===== config.mk =====
export PLATFORM = sky130hd
export DESIGN_NAME = mem_interface_32bit
export DESIGN_NICKNAME = d
export VERILOG_FILES = /design/src/rtl/mem_interface_32bit.sv
export SDC_FILE = /design/constraint.sdc
export NUM_CORES = 1
export LEC_CHECK = 0
export ABC_CLOCK_PERIOD_IN_PS = 4000
export CORE_MARGIN = 1.5
export CORE_UTILIZATION = 48
export DETAILED_ROUTE_END_ITERATION = 10
export HOLD_SLACK_MARGIN = 0.08
export PLACE_DENSITY_LB_ADDON = 0.15
export SYNTH_ARGS = -nofsm -noshare
export SYNTH_HDL_FRONTEND = slang
export SYNTH_SLANG_ARGS = --single-unit

===== constraint.sdc =====
create_clock -name clk -period 4 [get_ports clk]
set_input_delay 0.4 -clock clk [delete_from_list [all_inputs] [get_ports clk]]
set_output_delay 0.4 -clock clk [all_outputs]
set_load 0.01 [all_outputs]

===== src/rtl/mem_interface_32bit.sv =====
// Load/store unit: runs one MFA/MOC handshake per request, generates byte enables and
// lane-replicated store data, and returns sign/zero-extended load data.
`timescale 1ns/1ps
module mem_interface_32bit #(
    parameter int TIMEOUT = 16
) (
    input  logic        clk,
    input  logic        rst_n,
    input  logic        start,
    input  logic        rw,
    input  logic [1:0]  size,
    input  logic        signed_ld,
    input  logic [31:0] addr_in,
    input  logic [31:0] wdata_in,
    output logic [31:0] mem_addr,
    output logic [31:0] mem_wdata,
    output logic [3:0]  mem_be,
    output logic        mem_rw,
    output logic        mem_mfa,
    input  logic        mem_moc,
    input  logic [31:0] mem_rdata,
    output logic [31:0] rdata,
    output logic        busy,
    output logic        done,
    output logic        err
);
    localparam int CW = (TIMEOUT > 2) ? $clog2(TIMEOUT) : 1;
    localparam logic [CW-1:0] CNT_LAST = CW'(TIMEOUT - 1);

    typedef enum logic [1:0] {IDLE, REQ, WAITLOW, DONE} state_t;

    state_t          state_reg;
    logic [CW-1:0]   cnt_reg;
    logic [1:0]      size_reg;
    logic [1:0]      addr_lo_reg;
    logic            signed_reg;

    logic            bad_access;
    logic [3:0]      be_next;
    logic [31:0]     wdata_next;
    logic [7:0]      byte_sel;
    logic [15:0]     half_sel;
    logic [31:0]     ld_ext;

    assign bad_access = (size == 2'b11)
                      || ((size == 2'b01) && addr_in[0])
                      || ((size == 2'b10) && (addr_in[1:0] != 2'b00));

    // Per-lane byte enable and store-data replication, computed from the request inputs.
    genvar gi;
    generate
        for (gi = 0; gi < 4; gi++) begin : g_lane
            assign be_next[gi] = (size == 2'b00) ? (addr_in[1:0] == 2'(gi)) :
                                 (size == 2'b01) ? (addr_in[1] == (gi >= 2)) : 1'b1;
            assign wdata_next[8*gi +: 8] = (size == 2'b00) ? wdata_in[7:0] :
                                           (size == 2'b01) ? wdata_in[8*(gi%2) +: 8] :
                                                             wdata_in[8*gi +: 8];
        end
    endgenerate

    assign byte_sel = mem_rdata[{addr_lo_reg, 3'b000} +: 8];
    assign half_sel = addr_lo_reg[1] ? mem_rdata[31:16] : mem_rdata[15:0];

    always_comb begin
        ld_ext = mem_rdata;
        case (size_reg)
            2'b00:   ld_ext = {{24{signed_reg & byte_sel[7]}}, byte_sel};
            2'b01:   ld_ext = {{16{signed_reg & half_sel[15]}}, half_sel};
            default: ld_ext = mem_rdata;
        endcase
    end

    always_ff @(posedge clk or negedge rst_n) begin
        if (!rst_n) begin
            state_reg   <= IDLE;
            cnt_reg     <= '0;
            size_reg    <= 2'b00;
            addr_lo_reg <= 2'b00;
            signed_reg  <= 1'b0;
            mem_addr    <= 32'd0;
            mem_wdata   <= 32'd0;
            mem_be      <= 4'd0;
            mem_rw      <= 1'b0;
            mem_mfa     <= 1'b0;
            rdata       <= 32'd0;
            busy        <= 1'b0;
            done        <= 1'b0;
            err         <= 1'b0;
        end else begin
            done <= 1'b0;
            err  <= 1'b0;
            case (state_reg)
                IDLE: begin
                    if (start) begin
                        mem_addr    <= {addr_in[31:2], 2'b00};
                        mem_wdata   <= wdata_next;
                        mem_rw      <= rw;
                        size_reg    <= size;
                        addr_lo_reg <= addr_in[1:0];
                        signed_reg  <= signed_ld;
                        cnt_reg     <= '0;
                        busy        <= 1'b1;
                        if (bad_access) begin
                            state_reg <= DONE;
                            done      <= 1'b1;
                            err       <= 1'b1;
                        end else begin
                            state_reg <= REQ;
                            mem_mfa   <= 1'b1;
                            mem_be    <= be_next;
                        end
                    end
                end
                REQ: begin
                    if (mem_moc) begin
                        if (mem_rw) begin
                            rdata <= ld_ext;
                        end
                        mem_mfa   <= 1'b0;
                        mem_be    <= 4'd0;
                        state_reg <= WAITLOW;
                    end else if (cnt_reg == CNT_LAST) begin
                        mem_mfa   <= 1'b0;
                        mem_be    <= 4'd0;
                        state_reg <= DONE;
                        done      <= 1'b1;
                        err       <= 1'b1;
                    end else begin
                        cnt_reg <= cnt_reg + CW'(1);
                    end
                end
                WAITLOW: begin
                    // Wait for memory to release MOC before completing; no timeout here.
                    if (!mem_moc) begin
                        state_reg <= DONE;
                        done      <= 1'b1;
                    end
                end
                DONE: begin
                    state_reg <= IDLE;
                    busy      <= 1'b0;
                end
                default: begin
                    state_reg <= IDLE;
                    busy      <= 1'b0;
                    mem_mfa   <= 1'b0;
                    mem_be    <= 4'd0;
                end
            endcase
        end
    end
endmodule


==> results.cfg <==
[outcome]
status = finished clean

[yosys]
synth-edff-count = 0
ys.flop_type = dfrtp_1
ys_ff_latch = 114
synth.distinct_cells = 47
avgSynthCellArea_um2 = 10.6
synth_area_um2 = 5410
synthCells = 513
async_reset_ff_share_pct = 100
yosys_warnings = 0
ys_seq_area_share_pct = 52.7

[placement]
io_buffer_count = 206
dpl.hpwl_um = 10500
place_congestion = 0.863
placed_area_um2 = 7540

[clock_network]
cts_resized = 0
clock_tree.root_cell = clkbuf_16
cts_setup_buffers = 0
cts_tree = done
clk_pin_slew_worst_paths_ns = 0.06
clock-sinks = 114
cts_buffers = 17
htreeDepth = 4
cts_buffer_depth = 2
hold_buffers = 0
clk-insertion-delay-late_ns = 0.41

[power]
leakage_uw = 0.00346
power_frac_comb_pct = 42.6
pwr-share-seq_pct = 33.4
powerDensity_nw_per_um2 = 780
switching_share_pct = 33.5
ir_worst_vdd_v = 0.000573
internal_power_uw = 4220
clkPwrFrac_pct = 24.0
p_sw_uw = 2130

[floorplanning]
pin_count = 209
placementRows = 38
chipWidth_um = 109
die_height_um = 109
core_um2 = 10900
die-area_um2 = 11900
start_util_pct = 49.5

[worst_setup_path]
rr_startpoint = state_reg[1]
path_delay_family = simple AND/OR/NAND/NOR gates
cp.arrival_ns = 2.91
start_kind = register
cpMaxStageDelayCell = and3_1
crit_required_ns = 4.33
crit_chain = inv_1 -> ha_1 -> and3_1 -> o21ai_0 -> a21oi_1
worstSetupEndpointType = register
crit_fanout = 32
crit_type = register to register
max_stage_delay_ns = 1.03
crit_start = state_reg[1]
path_buf_inv = 1

[finish]
regArea_um2 = 2850
area_growth_pct = 50.4
multi_input_area_um2 = 2370
fill_cells = 816
reg_top3 = mem_wdata x32, rdata x32, mem_addr x30
drive_gt1_share_pct = 13.5
fin_util_pct = 74.5
num-nets-final = 822
final_area_um2 = 8140
n_antenna_cell = 0

[global_route]
grt_pass1_wl_um = 23100
antenna_found_initial = 0
grt_pass1_vias = 4582
grt_use_total_pct = 25.6
grt_max_degree = 73
overflow = 0

[timing]
worst_pin_slew_ns = 1.16
finalCritPeriodShare_pct = 64.6
fmax_mhz = 387
relSlewSlack_pct = 22.8
finalSetupViolations = 0
skew_ns = 0.00604
rsz0062_at_grt = false
hold_viol_final = 0
period_minus_slack_ns = 2.58
final_max_slew_viol_count = 0
final.setup.tns_ns = 0

[run]
drv_cap = 0

[detailed_routing]
wl_um = 15000
drt_iter0_drc = 245
vias_per_cell = 5.43
antenna_left = 0
drc_errors = 0
drt-wirelength-per-cell_um = 17.3
first_pass_iters = 5
vias = 4699

[worst_hold_path]
hp-class = input port to asynchronous set/reset pin
[cell families after synthesis]
| group | Yosys count | synth area share [%] |
|---|---|---|
| multiplexers | 81 | 16.1 |
| other | 1 | 0.0693 |
| buffers and inverters | 43 | 3.74 |
| AND/OR/NAND/NOR | 134 | 11.7 |
| adder cells (fa/ha/maj) | 6 | 1.39 |
| AO/OA/AOI/OAI | 133 | 14.1 |
| XOR/XNOR | 1 | 0.162 |
| flip-flops | 114 | 52.7 |
[cell usage after synthesis (3+ instances only)]
cell type  instances  area (um^2)
dfrtp_1          114         2850
a21oi_1           54          270
mux2_2            49          552
o21ai_0           48          240
nand2_1           43          161
nor2_1            40          150
mux2i_1           32          320
buf_2             18         90.1
clkbuf_1          10         37.5
inv_1             10         37.5
nor3_1             9         45.0
or3_1              9         56.3
nand3b_1           7         52.6
a211oi_1           6         45.0
ha_1               6         75.1
nand2b_1           5         31.3
nand3_1            5         25.0
a31oi_1            3         18.8
buf_4              3         22.5
nand4_1            3         18.8
nor2b_1            3         18.8
o22ai_1            3         18.8
[final timing paths]
path	end	slack (ns)	depth (start not counted)
setup reg to reg	rdata[9]	1.42	5
hold / removal	rdata[5]	0.11	1
min in group clk	mem_wdata[21]	0.48	2
setup / recovery	rdata[9]	1.42	5
hold reg to reg	mem_wdata[21]	0.48	2
max in group asynchronous	mem_addr[20]	3.01	2
[cells in the final DEF, fill, tap and decap left out, types with 3 or more instances in the layout]
master and n:
o21ai_0 48, clkinv_4 3, nor3_1 9, nor2b_1 3, ha_1 6, mux2i_1 32
buf_4 7, dfrtp_1 114, mux2_2 49, clkbuf_16 17, nand4_1 3, o22ai_1 3
or3_1 9, nand3_1 5, a31oi_1 3, clkinvlp_4 4, inv_1 10, nand3b_1 7
a21oi_1 54, bufinv_16 3, clkdlybuf4s50_1 205, clkinv_2 3, nor2_1 40, a211oi_1 6
nand2b_1 5, nand2_1 42
[per-layer routing]
metal	part of all wire (%)	vias up	global-route usage (%)
met5	0	-	0
met4	2.5	0	12.4
met3	6.9	28	6.58
met2	51	196	42.0
met1	40	2247	31.4
li1	-	2228	-
[final cells by class]
type | instances | share of cell area [%]
Tap cell | 140 | 2.15
Multi-Input combinational cell | 357 | 29.1
Inverter | 10 | 0.461
Timing Repair Buffer | 212 | 25.8
Sequential cell | 114 | 35.0
Clock inverter | 13 | 1.98
Clock buffer | 19 | 5.44
[power groups by stage]
stage                     registers [uW]  logic (uW)  clock network, uW
after floorplan                     2260        1130                  0
after global placement              2100        2630                  0
after detailed placement            2140        2710                  0
after CTS                           2130        2730               1540
after global routing                2190        2930               1610
final                               2120        2710               1520
[metrics by stage]
step           hold WS (ns)  cells  power, uW  setup slack, ns
4_1_cts               0.153    865       6400             1.44
2_1_floorplan         0.104    514       3390             2.30
5_1_grt               0.180    865       6720             1.26
3_3_place_gp          0.463    833       4740             1.52
6_report              0.108    865       6360             1.42
3_5_place_dp          0.469    833       4840             1.42
Note: power is estimated with default switching activity, not from simulation.
==> patch 1: new RTL, same settings <==
Change the parameter `TIMEOUT` from 16 to 32.
--- a/src/rtl/mem_interface_32bit.sv
+++ b/src/rtl/mem_interface_32bit.sv
@@ -2,7 +2,7 @@
 // lane-replicated store data, and returns sign/zero-extended load data.
 `timescale 1ns/1ps
 module mem_interface_32bit #(
-    parameter int TIMEOUT = 16
+    parameter int TIMEOUT = 32
 ) (
     input  logic        clk,
     input  logic        rst_n,
Function: no difference found for any inputs over 4 cycles, from zero or initial values and one cycle with rst_n low; that may be too few to reach the edited logic, so the function may still have changed.
==> patch 1 against the original RTL <==
  * Setup slack better by 0.011 ns
  * Final area grew 0.88%
  * Non-clock buffer count increased by 1
  * Clock skew rose by 0.0015 ns
  * Critical path type unchanged
  * Fmax is 0.41% higher
  * Sequential cell count rose by 1
  * Wire length fell by 2.3%
  * Total power about the same
  * Synthesized area is 1.4% higher
==> patch 1: results (changes against the original RTL) <==
Drt
  – Routed length on met1: 6.08 mm (+1.2%)
  – Top sig layer: met4
  – Via count: 4666 (-0.70%)
  – Total wire length: 14.6 mm (-2.3%)
  – Routed wire length on met2: 6.78 mm (-10%)
  – DRT iter0 DRCs: 191 (-22%)
  – Met3 routed WL: 1.54 mm (+49%)

Logic synthesis
  – Post-Synthesis Cells: 515 (+0.39%)
  – Distinct cells, synth: 43 (-8.5%)
  – Main area contributors after synthesis: dfrtp_1 52%, mux2_2 8.8%, mux2i_1 6.6%
  – Yosys Warn Count: 0 (unchanged)
  – Seq/Total Area, Yosys: 52.4% (-0.28 points)
  – Post-synth top cells: 115 x dfrtp_1, 69 x nand2_1, 43 x mux2_2

GRT
  – All-Layer GR Usage: 25.0% (-0.63 points)
  – Met3 GRT Util: 8.95% (+2.4 points)
  – M1 GR Usage: 31.0% (-0.46 points)
  – Initial antenna violation count: 0 (unchanged)
  – Largest net degree at the start of global routing: 60 (-18%)
  – Routing usage on met2: 40.1% (-1.9 points)
  – First-pass GRT wire length: 23.0 mm (-0.36%)
  – Number of global-route vias before repair: 4790 (+4.5%)

Clocking
  – CTS max path bufs: 2 (unchanged)
  – Clk Latency, worst-skew pair: 0.41 ns (about the same)
  – Hold buffers post-CTS: 1 (+1)

Setup path
  – Slowest CP cell: and3_1
  – Largest stage delay, worst path: 1.00 ns (-0.03 ns)
  – WP data arrival: 2.89 ns (-0.02 ns)

Power and ir drop
  – Switch share: 33.5% (about the same)
  – Part of the power in the clock network: 24.3% (+0.3 points)
  – P_leak: 0.00353 µW (+2.0%)
  – Max IR drop VDD: 0.000433 V (-25%)
  – NetSw: 2130 µW (-0.16%)

Layout
  – Non-Filler Instances: 867 (+0.23%)
  – Nets: 825 (+0.36%)
  – Sequential cell area: 0.00288 mm² (+0.88%)
  – Layout cells sized above 1: 12.7% (-0.86 points)
  – Top flop regs: mem_wdata (32), rdata (32), mem_addr (30)
  – Antenna cells: 0 (unchanged)
  – Fillers: 768 (-5.9%)

Place
  – Post-Place Cell Area: 0.00760 mm² (+0.76%)
  – Number of port buffers: 206 (unchanged)
  – Placed cell count: 834 (+0.12%)
  – Place WS: 1.44 ns (+0.0200 ns)
  – Detailed Place HPWL: 10.3 mm (-1.3%)
  – GPL Wtd Cong: 0.839 (-2.8%)

Worst hold path
  – Hold WC Path Type: reg -> reg

Timing
  – Max Clock Skew: 0.00754 ns (+0.00150 ns)
  – Relative slew slack: 24.0% (+1.2 points)

Status
  – Outcome: completed
patch 1: worst paths after layout:
check / startpoint / to / slack [ns] / depth (start not counted)
worst min register to register: mem_wdata[12] / mem_wdata[12] / 0.48 / 2
worst min-delay path: mem_wdata[12] / mem_wdata[12] / 0.48 / 2
min in group asynchronous: rst_n / rdata[18] / 0.58 / 2
max in group asynchronous: rst_n / mem_addr[29] / 2.50 / 3
worst max register to register: state_reg[1] / rdata[14] / 1.43 / 6
worst max-delay path: state_reg[1] / rdata[14] / 1.43 / 6
patch 1: logic make-up after synthesis:
group | share of synthesized area [%]
multiplexers | 15.4
buffers and inverters | 3.92
AND/OR/NAND/NOR | 14.3
other | 0.0683
adder cells (fa/ha/maj) | 1.96
flip-flops | 52.4
AO/OA/AOI/OAI | 11.9
patch 1: cell type report:
class / instances / share of cell area, %
timing repair buffer: 213 / 25.7
inverter: 10 / 0.457
tap: 140 / 2.13
multi-input combinational: 357 / 29.2
sequential: 115 / 35.0
clock buffer: 17 / 5.18
clock inverter: 15 / 2.22
==> patch 2: new RTL, same settings <==
Made on the original files. Register the input `wdata_in` before use, cleared by the reset. The logic sees it one clock later. The other inputs are not delayed to match.
--- a/src/rtl/mem_interface_32bit.sv
+++ b/src/rtl/mem_interface_32bit.sv
@@ -29,6 +29,16 @@
 
     typedef enum logic [1:0] {IDLE, REQ, WAITLOW, DONE} state_t;
 
+    logic [31:0] wdata_q;
+
+    always_ff @(posedge clk or negedge rst_n) begin
+        if (!rst_n) begin
+            wdata_q <= '0;
+        end else begin
+            wdata_q <= wdata_in;
+        end
+    end
+
     state_t          state_reg;
     logic [CW-1:0]   cnt_reg;
     logic [1:0]      size_reg;
@@ -52,9 +62,9 @@
         for (gi = 0; gi < 4; gi++) begin : g_lane
             assign be_next[gi] = (size == 2'b00) ? (addr_in[1:0] == 2'(gi)) :
                                  (size == 2'b01) ? (addr_in[1] == (gi >= 2)) : 1'b1;
-            assign wdata_next[8*gi +: 8] = (size == 2'b00) ? wdata_in[7:0] :
-                                           (size == 2'b01) ? wdata_in[8*(gi%2) +: 8] :
-                                                             wdata_in[8*gi +: 8];
+            assign wdata_next[8*gi +: 8] = (size == 2'b00) ? wdata_q[7:0] :
+                                           (size == 2'b01) ? wdata_q[8*(gi%2) +: 8] :
+                                                             wdata_q[8*gi +: 8];
         end
     endgenerate
 
Behaviour: not the same (Yosys sat finds a counterexample within 4 cycles, from zero or initial values and one cycle with rst_n low).
==> patch 2 against the original RTL <==
  * Sequential cell count increased by 32
  * Wire length increased by 13%
  * Via count increased by 13%
  * Count of clock-buffer cells in the layout decreased by 1
  * Non-clock buffer count increased by 1
  * Synthesized area increased by 17%
  * Setup slack improved by 0.12 ns
  * Total power increased by 3.3%
  * Final area increased by 12%
  * Die area increased by 17%
  * Largest cell class unchanged
==> patch 2: results (changes against the original RTL) <==
Layout
  – Multi-input gate share of total cell area: 26.9% (-2.2 points)
  – Layout clock area frac: 7.01% (-0.41 points)
  – CLK BUF: 18 (-1)
  – Buffers, non-clock: 213 (+0.47%)
  – Non-CTS inverters: 8 (-2)
  – Nets: 940 (+14%)
  – Layout cells sized above 1: 6.17% (-7.3 points)

Setup path
  – Largest stage delay, worst path: 0.63 ns (-0.40 ns)
  – Cell family with most CP delay: compound AO/OA/AOI/OAI gates
  – Slowest CP cell: nand3_2
  – WP data arrival: 2.74 ns (-0.17 ns)

Drt
  – Met3 routed WL: 1.24 mm (+20%)
  – Total iterations of the first detailed-routing run: 4 (-1)
  – Routed wire length on met2: 8.45 mm (+12%)

Clocking
  – Hold buffers post-CTS: 1 (+1)

GRT
  – Number of global-route vias before repair: 5492 (+20%)
  – All-Layer GR Usage: 25.1% (-0.46 points)
  – Largest net degree at the start of global routing: 83 (+14%)
  – Met3 GRT Util: 7.46% (+0.89 points)
  – M1 GR Usage: 30.4% (-1.0 points)

Place
  – GPL Wtd Cong: 0.848 (-1.7%)
  – Place WS: 1.37 ns (-0.0430 ns)
  – Detailed Place HPWL: 11.6 mm (+11%)
  – Placed cell count: 982 (+18%)

Timing
  – Slew at the pin with the worst max-slew slack: 1.02 ns (-0.143 ns)

Logic synthesis
  – Seq/Total Area, Yosys: 57.6% (+4.9 points)
  – Post-synth top cells: 187 x nand2_1, 146 x dfrtp_1, 39 x o21ai_0
  – Post-Synthesis Cells: 641 (+25%)
  – Count leader, synth: nand2_1

Worst hold path
  – Hold WC Path Type: in -> reg

Status
  – Outcome: completed
[patch 2: cell families (layout without fill, tap and decap cells)]
kind of cell,Yosys count,in the layout
xor+xnor,1,1
fa+ha+maj,6,6
flops,146,146
simple gates,280,280
buf+inv,52,253
mux,45,45
other cells,1,2
compound gates,110,110
[patch 2: where the power goes]
part / internal (µW) / total (µW) / switching, µW
sequential: 2000 / 2400 / 406
combinational: 1290 / 2440 / 1150
clock: 1100 / 1720 / 616
[patch 2: path summary, 6_finish.rpt]
check                                to  slack (ns)         start
min in group asynchronous  state_reg[0]        0.57         rst_n
setup / recovery              rdata[13]        1.54  state_reg[1]
setup reg to reg              rdata[13]        1.54  state_reg[1]
max in group asynchronous     mem_be[2]        2.45         rst_n
hold / removal              wdata_q[13]        0.42  wdata_in[13]
hold reg to reg            mem_wdata[3]        0.47  mem_wdata[3]
